File: src/rtl/me_stage_unit_if.sv
// EX->ME->WB handshake, payload buses and the data SRAM read-return path
// seen by the memory-access stage.
interface me_stage_unit_if #(
  parameter int XLEN     = 32,
  parameter int EX_BUS_W = 71,
  parameter int WB_BUS_W = 70
);
  logic                EX_to_ME_Valid;
  logic [EX_BUS_W-1:0] EX_to_ME_Bus;
  logic                ME_Allow_in;
  logic [XLEN-1:0]     data_sram_rdata;
  logic                ME_to_WB_Valid;
  logic                WB_Allow_in;
  logic [WB_BUS_W-1:0] ME_to_WB_Bus;
  logic [4:0]          ME_dest;

  // ME stage side
  modport slave (
    input  EX_to_ME_Valid, EX_to_ME_Bus, data_sram_rdata, WB_Allow_in,
    output ME_Allow_in, ME_to_WB_Valid, ME_to_WB_Bus, ME_dest
  );

  // surrounding pipeline (EX, SRAM, WB) side
  modport master (
    output EX_to_ME_Valid, EX_to_ME_Bus, data_sram_rdata, WB_Allow_in,
    input  ME_Allow_in, ME_to_WB_Valid, ME_to_WB_Bus, ME_dest
  );
endinterface

File: src/rtl/me_stage_unit.sv
// Memory-access pipeline stage. Latches the EX payload, merges the load data
// that returns one cycle after issue, and keeps that data in rdata_hold while
// WB back-pressures (the SRAM read data is only live for one cycle).
module me_stage_unit #(
  parameter int XLEN     = 32,
  parameter int EX_BUS_W = 71,
  parameter int WB_BUS_W = 70
) (
  input  logic             clk,
  input  logic             reset,
  me_stage_unit_if.slave   bus_if
);

  typedef enum logic [1:0] {
    S_EMPTY = 2'd0,
    S_FRESH = 2'd1,  // first cycle in ME: SRAM read data belongs to us
    S_HELD  = 2'd2   // stalled past first cycle: use rdata_hold
  } state_t;

  state_t            state_q, state_d;
  logic [XLEN-1:0]   pc_q, pc_d;
  logic [XLEN-1:0]   alu_q, alu_d;
  logic              res_from_mem_q, res_from_mem_d;
  logic              gr_we_q, gr_we_d;
  logic [4:0]        dest_q, dest_d;
  logic [XLEN-1:0]   rdata_hold_q, rdata_hold_d;

  logic [EX_BUS_W-1:0] ex_bus;
  logic [WB_BUS_W-1:0] wb_bus;
  logic                me_valid;
  logic                allow_in;
  logic                ex_fire;
  logic [XLEN-1:0]     final_result;

  assign ex_bus   = bus_if.EX_to_ME_Bus;
  assign me_valid = (state_q != S_EMPTY);
  assign allow_in = !me_valid || bus_if.WB_Allow_in;
  assign ex_fire  = bus_if.EX_to_ME_Valid && allow_in;

  // next state, payload capture and load-data hold capture
  always_comb begin
    state_d        = state_q;
    pc_d           = pc_q;
    alu_d          = alu_q;
    res_from_mem_d = res_from_mem_q;
    gr_we_d        = gr_we_q;
    dest_d         = dest_q;
    rdata_hold_d   = rdata_hold_q;

    unique case (state_q)
      S_EMPTY: begin
        if (bus_if.EX_to_ME_Valid) state_d = S_FRESH;
      end
      S_FRESH: begin
        if (bus_if.WB_Allow_in) begin
          state_d = bus_if.EX_to_ME_Valid ? S_FRESH : S_EMPTY;
        end else begin
          // last chance to grab the SRAM data before it goes away
          state_d      = S_HELD;
          rdata_hold_d = bus_if.data_sram_rdata;
        end
      end
      S_HELD: begin
        if (bus_if.WB_Allow_in)
          state_d = bus_if.EX_to_ME_Valid ? S_FRESH : S_EMPTY;
      end
      default: state_d = S_EMPTY;
    endcase

    if (ex_fire) begin
      pc_d           = ex_bus[70:39];
      alu_d          = ex_bus[38:7];
      res_from_mem_d = ex_bus[6];
      gr_we_d        = ex_bus[5];
      dest_d         = ex_bus[4:0];
    end
  end

  // state and payload registers
  always_ff @(posedge clk or posedge reset) begin
    if (reset) begin
      state_q        <= S_EMPTY;
      pc_q           <= '0;
      alu_q          <= '0;
      res_from_mem_q <= 1'b0;
      gr_we_q        <= 1'b0;
      dest_q         <= '0;
      rdata_hold_q   <= '0;
    end else begin
      state_q        <= state_d;
      pc_q           <= pc_d;
      alu_q          <= alu_d;
      res_from_mem_q <= res_from_mem_d;
      gr_we_q        <= gr_we_d;
      dest_q         <= dest_d;
      rdata_hold_q   <= rdata_hold_d;
    end
  end

  // result select; outside FRESH the hold register is used so an empty stage
  // never forwards the (possibly X) raw SRAM bus
  always_comb begin
    final_result = alu_q;
    if (res_from_mem_q)
      final_result = (state_q == S_FRESH) ? bus_if.data_sram_rdata : rdata_hold_q;
  end

  assign wb_bus = {pc_q, final_result, gr_we_q, dest_q};

  assign bus_if.ME_Allow_in    = allow_in;
  assign bus_if.ME_to_WB_Valid = me_valid;
  assign bus_if.ME_to_WB_Bus   = wb_bus;
  assign bus_if.ME_dest        = (me_valid && gr_we_q) ? dest_q : 5'd0;

endmodule

File: src/flat_wrapper.sv
// flat-port wrapper written by rule: the top's interface ports become plain ports
module me_stage_unit_flat 
#(
  parameter int XLEN     = 32,
  parameter int EX_BUS_W = 71,
  parameter int WB_BUS_W = 70
)
  (clk, reset, bus_if_EX_to_ME_Valid, bus_if_EX_to_ME_Bus, bus_if_data_sram_rdata, bus_if_WB_Allow_in, bus_if_ME_Allow_in, bus_if_ME_to_WB_Valid, bus_if_ME_to_WB_Bus, bus_if_ME_dest);
  me_stage_unit_if #(.XLEN(XLEN), .EX_BUS_W(EX_BUS_W), .WB_BUS_W(WB_BUS_W)) bus_if_i ();
  input  logic clk;
  input  logic reset;
  input wire logic [$bits(bus_if_i.EX_to_ME_Valid)-1:0] bus_if_EX_to_ME_Valid;
  input wire logic [$bits(bus_if_i.EX_to_ME_Bus)-1:0] bus_if_EX_to_ME_Bus;
  input wire logic [$bits(bus_if_i.data_sram_rdata)-1:0] bus_if_data_sram_rdata;
  input wire logic [$bits(bus_if_i.WB_Allow_in)-1:0] bus_if_WB_Allow_in;
  output wire logic [$bits(bus_if_i.ME_Allow_in)-1:0] bus_if_ME_Allow_in;
  output wire logic [$bits(bus_if_i.ME_to_WB_Valid)-1:0] bus_if_ME_to_WB_Valid;
  output wire logic [$bits(bus_if_i.ME_to_WB_Bus)-1:0] bus_if_ME_to_WB_Bus;
  output wire logic [$bits(bus_if_i.ME_dest)-1:0] bus_if_ME_dest;
  assign bus_if_i.EX_to_ME_Valid = bus_if_EX_to_ME_Valid;
  assign bus_if_i.EX_to_ME_Bus = bus_if_EX_to_ME_Bus;
  assign bus_if_i.data_sram_rdata = bus_if_data_sram_rdata;
  assign bus_if_i.WB_Allow_in = bus_if_WB_Allow_in;
  assign bus_if_ME_Allow_in = bus_if_i.ME_Allow_in;
  assign bus_if_ME_to_WB_Valid = bus_if_i.ME_to_WB_Valid;
  assign bus_if_ME_to_WB_Bus = bus_if_i.ME_to_WB_Bus;
  assign bus_if_ME_dest = bus_if_i.ME_dest;
  me_stage_unit #(.XLEN(XLEN), .EX_BUS_W(EX_BUS_W), .WB_BUS_W(WB_BUS_W)) u_core (.clk(clk), .reset(reset), .bus_if(bus_if_i));
endmodule
File: config.mk
export PLATFORM = sky130hd
export DESIGN_NAME = me_stage_unit_flat
export DESIGN_NICKNAME = d
export VERILOG_FILES = /design/src/rtl/me_stage_unit_if.sv /design/src/rtl/me_stage_unit.sv /design/src/flat_wrapper.sv
export SDC_FILE = /design/constraint.sdc
export NUM_CORES = 1
export LEC_CHECK = 0
export BUFFER_PORTS_ARGS = -buffer_cell sky130_fd_sc_hd__buf_2
export CAP_MARGIN = 20
export CORE_MARGIN = 2
export CORE_UTILIZATION = 41
export CTS_BUF_LIST = sky130_fd_sc_hd__clkbuf_16
export CTS_CLUSTER_SIZE = 12
export DETAILED_ROUTE_END_ITERATION = 6
export PLACE_DENSITY = 0.71
export RECOVER_POWER = 25
export SYNTH_ARGS = -nofsm -noshare
export SYNTH_HDL_FRONTEND = slang
export SYNTH_SLANG_ARGS = --single-unit
File: constraint.sdc
create_clock -name clk -period 7.8 [get_ports clk]
set_clock_uncertainty 0.15 [all_clocks]
set_input_delay 1.17 -clock clk [delete_from_list [all_inputs] [get_ports clk]]
set_output_delay 1.17 -clock clk [all_outputs]
set_load 0.01 [all_outputs]
==> flow_summary.toml <==
[route]
drt_iter0_markers = 148
routed_wl_um = 10200
viasPerCell = 4.94
firstDrtPassIters = 4
drtAntennaViolNets = 0
vias = 3438
drc = 0
avgRoutedWirePerCell_um = 14.7

[synthesis]
syn_area_per_cell_um2 = 12.1
syn_inst = 380
synth_cell_types = 21
yosysTopAreaCell = "dfrtp_1"
synth_top_area_share_pct = 57.0
synthTopCellsByArea = "dfrtp_1 57%, mux2_1 17%, mux2_2 7.8%, nand2_1 5.2%, a31oi_1 4.3%"
synth_area_um2 = 4610
yosysWarningCount = 0
ys_ff_latch = 105
syn_nets = 487
seq_area_frac_synth_pct = 57.0

[clocking]
cts.repair.resized = 0
cts_root_buffer = "clkbuf_16"
clk_path_buf_depth = 2
htree_levels = 3
cts_tree = "built"
cts_setup_buffers = 0
clk_pin_slew_worst_paths_ns = 0.07
cts_buffers = 9
hold_buffers = 0
cts_sinks = 105
worstSkewPairLatency_ns = 0.34

[setup_path]
reg2reg_from = "u_core.state_q[1]"
crit_chain = "nor2b_2, buf_4, nand2_1, a31oi_1, buf_2"
rrSetupSlack_ns = 5.07
reg2reg_to = "u_core.rdata_hold_q[14]"
path_max_fanout = 18
arrival_ns = 2.21
worstRegToRegCells = 4
cp_slowest_cell = "nor2b_2"
timing.critical_path.required_ns = 6.48
worstSetupPathType = "reg2out"
critPathMaxStageDelay_ns = 0.62
crit_path_start_kind = "flop"
critPathCaptureType = "output port"

[hold_path]
min_to = "u_core.pc_q[14]"
worstHoldStart = "u_core.pc_q[14]"
hp-class = "reg2reg"
hold_depth = 1

[power]
p_leak_uw = 0.00281
peakVddDrop_v = 0.000136
powerDensity_nw_per_um2 = 255

[die]
dieArea_um2 = 12100
initial_utilization_pct = 42.3
core_region_area_um2 = 10900
ioPinCount = 184
die_w_um = 110
die_height_um = 110
std_cell_rows = 38

[global_routing]
grt_pass1_wl_um = 16600
grt_pass1_vias = 3699
antenna_found_initial = 0
grt_overflow = 0
gr-usage-all-layers_pct = 17.8
grt_max_degree = 78

[sta]
period_share_pct = 45.3
setup_viol = 0
timing.fmax_mhz = 283
finalHoldViolCount = 0
slew_headroom_pct = 16.1
worstMarginPinSlew_ns = 1.25
fin_tns_setup_ns = 0
slew_viol_final = 0
rsz0062_at_grt = "no"
fin_crit_ns = 3.53

[placement]
place_congestion = 0.712
dp_hpwl_um = 7280
portBuffers = 183

[final_layout]
fin_nets = 658
diodes = 0
area_delta_synth_final_pct = 27.8
final_util_pct = 54.1
drive_gt1_share_pct = 43.2

[flow_run]
cap_violations = 0

[status]
status = "finished clean"
-- sequential cells by signal, indices dropped and copies added, names as in the netlist --
signal and flops:
u_core.state_q 2, u_core.pc_q 32, u_core.res_from_mem_q 1, u_core.gr_we_q 1
u_core.dest_q 5, u_core.alu_q 32, u_core.rdata_hold_q 32
-- layout by cell type (no fill, tap or decap) --
cell	Yosys	layout
buf_2	14	182
dfrtp_1	105	104
mux2_1	71	71
nand2_1	64	64
mux2_2	32	32
nor2_1	32	32
a31oi_1	32	32
clkbuf_16	0	9
and3_1	5	5
clkinvlp_4	0	3
nand2b_1	2	2
inv_6	0	2
clkbuf_1	8	2
buf_4	1	2
nor2_4	1	1
o21bai_2	1	1
nand2_4	0	1
inv_1	2	1
maj3_1	1	1
nor2b_1	2	1
or2_2	1	1
nor2b_2	0	1
clkinvlp_2	0	1
a21oi_1	1	1
clkinv_2	0	1
clkinv_4	0	1
dfrtp_2	0	1
buf_16	0	1
-- per-layer routing --
layer / share of wire [%] / track usage, % / vias up
met4: 1.8 / 7.96 / 0
met5: 0 / 0 / -
li1: - / - / 1647
met2: 49 / 31.6 / 121
met1: 40 / 19.3 / 1655
met3: 8.3 / 5.58 / 15
-- power breakdown --
| group | internal, uW | switching, uW | total [uW] |
|---|---|---|---|
| Combinational | 182 | 180 | 362 |
| Sequential | 648 | 67.3 | 715 |
| Clock | 219 | 206 | 424 |
| Total | 1050 | 453 | 1500 |
-- area by class of cell --
type	instances	area, um^2
fillers	938	5000
repair buffers	187	961
clock inverters	7	53.8
inverters	2	8.76
clock buffers	9	225
flip-flops and latches	105	2630
multi-input cells	246	1830
well taps	140	175
-- cells by family (layout without fill, tap and decap cells) --
kind of cell	count (synthesis)	in the layout	synth area share, %
mux	103	103	25.2
compound gates	34	34	4.70
buf+inv	29	205	3.31
fa+ha+maj	1	1	0.217
flops	105	105	57.0
simple gates	108	108	9.56
-- worst max-delay path by stage --
| stage | from | cells after the start | to |
|---|---|---|---|
| after floorplan | reset | 1 | u_core.alu_q[0] |
| after global placement | u_core.state_q[0] | 5 | bus_if_ME_to_WB_Bus[26] |
| after detailed placement | u_core.state_q[0] | 5 | bus_if_ME_to_WB_Bus[26] |
| after CTS | u_core.state_q[0] | 5 | bus_if_ME_to_WB_Bus[28] |
| after global routing | u_core.state_q[0] | 5 | bus_if_ME_to_WB_Bus[26] |
| final | u_core.state_q[0] | 5 | bus_if_ME_to_WB_Bus[28] |
-- cells in the mapped netlist (all sizes together) --
cell,count
nor2b,2
inv,2
dfrtp,105
maj3,1
and3,5
mux2,103
o21bai,1
a21oi,1
clkbuf,8
a31oi,32
buf,19
nand2b,2
or2,1
nand2,65
nor2,33
-- stage by stage --
stage,std cells,total power (uW),hold WS (ns),setup slack (ns),cell area (um^2)
after CTS,695,1520,0.341,4.23,5870
after detailed placement,679,1090,0.325,4.64,5590
final,696,1500,0.335,4.27,5890
after global routing,696,1590,0.359,4.10,5890
after global placement,679,1080,0.320,4.68,5590
after floorplan,380,944,0.308,3.72,4610
-- worst max-delay path, delay by kind of cell, from the launching register on --
kind	cells	cell delay, ns
buffers and inverters	2	0.53
DFF	1	0.44
AOI/OAI and AO/OA	1	0.19
and+or+nand+nor	2	0.71
No activity file was read; power rests on OpenSTA's default activity.
